--- src/rtl/ceespu_pkg.sv ---
// Shared encodings for the ceespu memory arbiter: per-cycle grant and the
// registered return-path selector.
package ceespu_pkg;

  localparam int unsigned ADDR_W_DEFAULT = 14;

  typedef enum logic [1:0] {
    SEL_NONE,
    SEL_IMEM,
    SEL_DMEM
  } grant_e;

  typedef enum logic [2:0] {
    GNT_NONE,
    GNT_IMEM,
    GNT_IMEM_KILL,
    GNT_DMEM_RD,
    GNT_DMEM_WR
  } grant_q_e;

endpackage

--- src/rtl/ceespu_starve_cnt.sv ---
// Saturating count of consecutive cycles the fetch port lost a conflict.
module ceespu_starve_cnt #(
  parameter int unsigned MAX = 4
) (
  input  logic clk,
  input  logic rst,
  input  logic inc,
  input  logic clr,
  output logic at_max
);

  localparam int unsigned W0   = $clog2(MAX + 1);
  localparam int unsigned W    = (W0 < 3) ? 3 : W0;
  localparam logic [W-1:0] MAXV = W'(MAX);

  logic [W-1:0] cnt;

  always_ff @(posedge clk) begin
    if (rst || clr)
      cnt <= '0;
    else if (inc && (cnt != MAXV))
      cnt <= cnt + 1'b1;
  end

  assign at_max = (cnt == MAXV);

endmodule

--- src/rtl/ceespu_mem_arbiter.sv ---
// Arbitrates one single-port synchronous RAM between the ceespu fetch and
// data ports, steering the one-cycle-latency read data back to the winner.
module ceespu_mem_arbiter
  import ceespu_pkg::*;
#(
  parameter int unsigned ADDR_W     = ADDR_W_DEFAULT,
  parameter int unsigned STARVE_MAX = 4
) (
  input  logic              clk,
  input  logic              rst,
  input  logic [15:0]       imem_addr,
  input  logic              imem_en,
  input  logic              imem_reset,
  output logic [31:0]       imem_data,
  output logic              imem_busy,
  input  logic [15:0]       dmem_addr,
  input  logic              dmem_en,
  input  logic [3:0]        dmem_we,
  input  logic [31:0]       dmem_wdata,
  output logic [31:0]       dmem_rdata,
  output logic              dmem_busy,
  output logic [ADDR_W-1:0] mem_addr,
  output logic              mem_en,
  output logic [3:0]        mem_we,
  output logic [31:0]       mem_wdata,
  input  logic [31:0]       mem_rdata
);

  grant_e   grant;
  grant_q_e grantQ;
  grant_q_e grantD;
  logic     starveAtMax;
  logic     unusedAddrBits;

  // Byte-lane bits and anything above the RAM size are deliberately dropped.
  assign unusedAddrBits = ^{imem_addr, dmem_addr};

  always_comb begin
    grant = SEL_NONE;
    if (!rst) begin
      if (imem_en && (!dmem_en || starveAtMax))
        grant = SEL_IMEM;
      else if (dmem_en)
        grant = SEL_DMEM;
    end
  end

  assign imem_busy = imem_en && !rst && (grant != SEL_IMEM);
  assign dmem_busy = dmem_en && !rst && (grant != SEL_DMEM);

  assign mem_en    = (grant != SEL_NONE);
  assign mem_we    = (grant == SEL_DMEM) ? dmem_we : '0;
  assign mem_wdata = dmem_wdata;
  assign mem_addr  = (grant == SEL_IMEM) ? imem_addr[ADDR_W+1:2]
                                         : dmem_addr[ADDR_W+1:2];

  always_comb begin
    grantD = GNT_NONE;
    unique case (grant)
      SEL_IMEM: grantD = imem_reset ? GNT_IMEM_KILL : GNT_IMEM;
      SEL_DMEM: grantD = (dmem_we == '0) ? GNT_DMEM_RD : GNT_DMEM_WR;
      default:  grantD = GNT_NONE;
    endcase
  end

  always_ff @(posedge clk) begin
    if (rst)
      grantQ <= GNT_NONE;
    else
      grantQ <= grantD;
  end

  // imem_reset wins over a fetch return arriving at the same edge.
  always_ff @(posedge clk) begin
    if (rst) begin
      imem_data  <= '0;
      dmem_rdata <= '0;
    end else begin
      if (imem_reset)
        imem_data <= '0;
      else if (grantQ == GNT_IMEM)
        imem_data <= mem_rdata;
      if (grantQ == GNT_DMEM_RD)
        dmem_rdata <= mem_rdata;
    end
  end

  ceespu_starve_cnt #(
    .MAX (STARVE_MAX)
  ) u_starve (
    .clk    (clk),
    .rst    (rst),
    .inc    (imem_en && (grant == SEL_DMEM)),
    .clr    ((grant == SEL_IMEM) || !imem_en),
    .at_max (starveAtMax)
  );

endmodule

--- config.mk ---
export PLATFORM = sky130hd
export DESIGN_NAME = ceespu_mem_arbiter
export DESIGN_NICKNAME = d
export VERILOG_FILES = /design/src/rtl/ceespu_pkg.sv /design/src/rtl/ceespu_starve_cnt.sv /design/src/rtl/ceespu_mem_arbiter.sv
export SDC_FILE = /design/constraint.sdc
export NUM_CORES = 1
export LEC_CHECK = 0
export BUFFER_PORTS_ARGS = -buffer_cell sky130_fd_sc_hd__clkbuf_2
export CORE_ASPECT_RATIO = 0.75
export CORE_MARGIN = 2
export CORE_UTILIZATION = 41
export CTS_BUF_LIST = sky130_fd_sc_hd__clkbuf_16
export DETAILED_ROUTE_END_ITERATION = 10
export PLACE_DENSITY = 0.89
export SYNTH_ARGS = -nofsm -noshare
export SYNTH_HDL_FRONTEND = slang
export SYNTH_SLANG_ARGS = --single-unit
--- constraint.sdc ---
create_clock -name clk -period 2.7 [get_ports clk]
set_input_delay 0.54 -clock clk [delete_from_list [all_inputs] [get_ports clk]]
set_output_delay 0.54 -clock clk [all_outputs]
set_load 0.005 [all_outputs]
==> Word level (Yosys, flattened, before mapping) <==
Cells that the tools add are included.
{ "classes": {"n_addsub": 1, "n_reduce_logical": 16, "muxes": 8, "n_eq_ne": 8} }
{ "ops": {"columns": ["operator", "count"], "rows": [
  ["14-bit 2-to-1 mux", 1],
  ["2-bit 2-to-1 mux", 4],
  ["1-bit logical AND", 7],
  ["3-bit one-hot mux with 2 select lines", 1],
  ["4-bit logical NOT", 1],
  ["4-bit 2-to-1 mux", 1],
  ["3-bit by 1-bit adder with 3-bit output, second input constant", 1],
  ["3-bit by 1-bit == test with 1-bit output, second input constant", 1],
  ["3-bit by 2-bit == test with 1-bit output, second input constant", 1],
  ["3-bit == test, second input constant", 1],
  ["1-bit logical NOT", 3],
  ["1-bit logical OR", 3],
  ["3-bit 2-to-1 mux", 1],
  ["3-bit != test, second input constant", 1],
  ["2-bit by 1-bit == test with 1-bit output, second input constant", 1],
  ["2-bit == test, second input constant", 1],
  ["2-bit by 1-bit != test with 1-bit output, second input constant", 1],
  ["2-bit != test, second input constant", 1],
  ["2-bit nonzero test", 1],
  ["2-bit OR reduction", 1]
]} }
{ "word_totals": {"ff_bits": 70, "in_bits": 105} }

==> Logic depth before layout (Yosys ltp) <==
{ "logic_depth": {"ltp_word": 8, "depth_mapped": 11, "mapped_depth_nobuf": 10} }

==> Modules after synthesis <==
From an unflattened synthesis, not the netlist that was laid out.
{ "hier_totals": {"hier_cells": 382, "hier_area_um2": 3948.8} }
{ "modules_own_cells": {"columns": ["module", "area_per_inst_um2", "cells_each", "seq_area_each_um2", "n_inst"], "rows": [
  ["ceespu_mem_arbiter", 3761.1, 364, 1341.3, 1],
  ["ceespu_starve_cnt", 187.7, 18, 60.1, 1]
]} }

==> Least setup slack after synthesis <==
Ideal clock, no wire load.
{ "synth_timing": {"path_kind": "in2out", "from": "input port rst", "to": "output port mem_addr[10]", "arrival_time_ns": 1.864, "setup_slack_ns": 0.296, "n_path_buf": 3, "cell_stages": 8, "path_cell_list": "buf_6 nand2b_4 a21o_1 inv_1 ha_1 buf_2 buf_2 mux2_2"} }
{ "synth_via": {"elab_chain_len": 3} }
{ "synth_lines": {"columns": ["element", "line_no", "rtl"], "rows": [
  ["start: declaration", "ceespu_mem_arbiter.sv:10", "input logic rst,"],
  ["2-bit 2-to-1 mux", "ceespu_mem_arbiter.sv:40", "if (!rst) begin"],
  ["2-bit by 1-bit == test with 1-bit output", "ceespu_mem_arbiter.sv:54", "assign mem_addr = (grant == SEL_IMEM) ? imem_addr[ADDR_W+1:2]"],
  ["14-bit 2-to-1 mux", "ceespu_mem_arbiter.sv:54", null],
  ["end: declaration", "ceespu_mem_arbiter.sv:22", "output logic [ADDR_W-1:0] mem_addr,"]
]} }
Every way passes these cells.

==> Final worst setup path <==
{ "layout_timing": {"from": "register u_starve.cnt[0]", "to": "output port mem_addr[1]"} }
{ "layout_via": {"elab_chain_len": 7} }
{ "layout_lines": {"columns": ["element", "line_no", "rtl"], "rows": [
  ["start: declaration", "ceespu_starve_cnt.sv:16", "logic [W-1:0] cnt;"],
  ["start signal: assignment", "ceespu_starve_cnt.sv:22", "cnt <= cnt + 1'b1;"],
  ["3-bit == test", "ceespu_starve_cnt.sv:25", "assign at_max = (cnt == MAXV);"],
  ["1-bit logical OR", "ceespu_mem_arbiter.sv:41", "if (imem_en && (!dmem_en || starveAtMax))"],
  ["1-bit logical AND", "ceespu_mem_arbiter.sv:41", null],
  ["2-bit 2-to-1 mux", "ceespu_mem_arbiter.sv:41", null],
  ["2-bit 2-to-1 mux", "ceespu_mem_arbiter.sv:40", null],
  ["2-bit by 1-bit == test with 1-bit output", "ceespu_mem_arbiter.sv:54", null],
  ["14-bit 2-to-1 mux", "ceespu_mem_arbiter.sv:54", null]
]} }
Every way passes these cells.

==> summary.txt <==
Yosys
  – Synth Flop Type: dfxtp_1
  – Synth top area cells: dfxtp_1 46%, nand2_1 16%, a21oi_1 11%
  – Synth top area share: between 40% and 50%
  – Syn avg cell area: between 8 and 9 sq um
  – Most numerous cell in the Yosys netlist: nand2_1
  – Yosys warnings: 0
  – Cells after synthesis: approximately 380
  – Mapped Nets: ~490
  – Mapped Area: 3050 sq um
  – Post-synthesis sequential area ratio: between 40% and 50%
  – Synthesis-stage register bit count: 70
  – Netlist cell types: 28
  – Synth cell count leaders: 132 x nand2_1, 70 x dfxtp_1, 68 x a21oi_1
  – Post-synth ARST share: 0%
  – Largest area contributor in the netlist: dfxtp_1
  – EDFF count, synth: 0

Timing
  – Max transition margin: between 50% and 60%
  – Max Fclk: just under 400 MHz
  – Setup violators final: 0
  – Final min period: roughly 2.6 ns
  – Final Cycle Share: roughly 96%
  – Final hold vios: 0
  – RSZ-0062 raised after global routing: no
  – Setup Skew: 0.00494 ns
  – Setup TNS: 0 ns
  – Worst-margin pin slew: 0.745 ns
  – Max-slew violation count: 0
  – Hold Slack: 0.453 ns
  – Final WS setup: roughly 0.12 ns

Flow run
  – Max-cap violations: 0

Clock tree
  – CTS Buf Count: 9
  – CTS tree: yes
  – Postcts setup bufs: 0
  – Clk sinks: 70
  – H-tree depth: 3
  – Max Buffers Root-to-Sink: 2
  – Clock latency on the worst-skew pair: ~0.32 ns
  – Worst-path clk slew: about 0.05 ns
  – Post-CTS Hold Fix Bufs: 0
  – CTS Root Cell: clkbuf_16

Placed design
  – GPL Wtd Cong: approximately 0.86
  – Final HPWL DP: 6020 um
  – Place WS: 0.237 ns
  – Port Buffers: approximately 150

Floorplan
  – Initial core utilization: a little over two fifths
  – I/O pins: approximately 220
  – Core ar.: between 7000 and 8000 sq um
  – Die Span X: around 100 um
  – Die Height: between 70 and 80 um
  – Die area: just over 8000 sq um
  – # rows: 27

Critical path
  – Crit path max-delay cell type: dfxtp_2
  – FF-to-FF path depth: 9
  – Worst R2R Setup Slack: roughly 0.63 ns
  – Critical Path Most Common Cell: inv_1
  – Worst-path fanout max: 7
  – Crit start category: register
  – Crit end category: output port
  – Critical R2R Capture: u_starve.cnt[2]
  – Critical Path Source: u_starve.cnt[0]
  – CP required: 2.16 ns
  – Critical path arrival: between 2 and 2.5 ns
  – Critical path class: register to output port
  – Critical Path, Cell by Cell: inv_1 -> ha_2 -> nand2_1 -> a21o_1 -> inv_1 -> ha_4 -> buf_4 -> mux2_2 -> clkbuf_2
  – RR Startpoint: u_starve.cnt[0]
  – Slowest stage delay, CP: 0.33 ns

Drt
  – DRC: 0
  – Iteration count of the initial detailed-routing pass: 4
  – WL/cell: between 10 and 15 um
  – Post-route ant nets: 0
  – WL final: a little under 8000 um
  – Via count: ~2,900
  – DR iter-0 viols: about 130
  – DR vias/cell: approximately 4.8

Final layout
  – Fill cells: a little under 700
  – Diodes inserted: 0
  – Syn-to-layout area delta: 31.3%
  – Share of layout cells above drive strength 1: between 30% and 40%
  – Total Nets Final: between 600 and 700
  – Final Util: a little under three fifths

Power and ir drop
  – Combinational share of power: 6.3%
  – Sw Ratio: 20.2%
  – Clk pwr share: between 50% and 60%
  – Pint: 1.92 mW
  – Net Sw Power: ~0.49 mW
  – PD cells: roughly 600 nW/um^2
  – Total power: between 2 and 2.5 mW
  – Leakage: ~1.7 nW
  – Peak VDD IR: around 0.36 mV
  – Sequential power share: a little over two fifths

Global routing
  – Initial antenna violation count: 0
  – GR Util All Layers: around a fifth
  – First-pass GRT wire length: between 10,000 and 15,000 um
  – Vias in the first global route: around 2,800
  – Largest net degree at the start of global routing: 21
  – Overflow after GRT: 0

Min path
  – Hold Path Origin: imem_data[0]
  – HP Class: register to register
  – Min-Delay Path Depth: 2
  – Worst Hold End: imem_data[0]

Status
  – Outcome: finished clean
cells in the final DEF (no fill, tap or decap), types with 2 or more instances in the layout:
| cell | netlist | routed |
|---|---|---|
| clkbuf_2 | 0 | 153 |
| nand2_1 | 132 | 132 |
| dfxtp_1 | 70 | 69 |
| a21oi_1 | 68 | 68 |
| mux2_2 | 14 | 14 |
| clkbuf_16 | 0 | 9 |
| buf_4 | 32 | 9 |
| inv_1 | 7 | 7 |
| and2_1 | 5 | 4 |
| nand2b_1 | 3 | 3 |
| ha_1 | 5 | 3 |
| a21o_1 | 2 | 2 |
| o21ai_0 | 2 | 2 |
| bufinv_16 | 0 | 2 |
| clkinv_1 | 0 | 2 |
logic make-up (layout without fill, tap and decap cells):
family / count (synthesis) / after routing / synth area share, %
AOI/OAI and AO/OA: 74 / 74 / 12.6
adders and majority gates: 5 / 5 / 2.05
muxes: 14 / 14 / 5.17
and+or+nand+nor: 152 / 152 / 21.1
DFF: 70 / 70 / 46.0
buffers and inverters: 63 / 187 / 13.2
worst max path at each step:
stage	end	cells after the start
2_1_floorplan	mem_addr[10]	8
3_3_place_gp	mem_addr[9]	8
3_5_place_dp	mem_addr[9]	8
4_1_cts	mem_addr[9]	8
5_1_grt	mem_addr[1]	8
6_report	mem_addr[1]	9
routing by layer:
metal / routed length, um / vias to the layer above / global-route usage, %
met5: 0 / - / 0
met4: 54 / 0 / 6.49
met2: 4010 / 140 / 34.6
met1: 3150 / 1314 / 21.1
li1: - / 1427 / -
met3: 648 / 6 / 6.56
registers in the layout, indices dropped and copies added (netlist names):
signal / count
dmem_rdata: 32
grantQ: 3
imem_data: 32
u_starve.cnt: 3
final cells by class:
type	instances	area, sq um	area share [%]
Clock buffer	9	225	5.63
Inverter	7	26.3	0.656
Multi-Input combinational cell	245	1270	31.7
Tap cell	101	126	3.16
Clock inverter	7	88.8	2.22
Sequential cell	70	1400	35.0
Timing Repair Buffer	164	865	21.6
timing repair:
| action | in CTS | in global routing |
|---|---|---|
| resized for setup | 2 | 6 |
| gates cloned | 0 | 1 |
| pin swaps | 0 | 1 |
| endpoints found under the setup margin | 14 | 14 |
worst max-delay path: cells and delay by family, from the launching register on:
family / cells / cell delay, ns
AO/OA/AOI/OAI: 1 / 0.19
adder cells (fa/ha/maj): 2 / 0.36
buffers and inverters: 4 / 0.45
flip-flops: 1 / 0.33
multiplexers: 1 / 0.33
AND/OR/NAND/NOR: 1 / 0.08
stage by stage:
step,instances,area [sq um]
after detailed placement,586,3660
after CTS,602,3980
after global routing,603,4000
final,603,4000
after floorplan,378,3050
after global placement,586,3660
power by group through the flow:
stage | registers, mW | clock network, mW | logic [mW]
finish | 1.04 | 1.21 | 0.152
global route | 1.04 | 1.29 | 0.167
CTS | 1.04 | 1.25 | 0.150
detailed placement | 1.06 | 0 | 0.149
global placement | 1.06 | 0 | 0.148
floorplan | 1.06 | 0 | 0.0981
No activity file was read; power rests on OpenSTA's default activity.
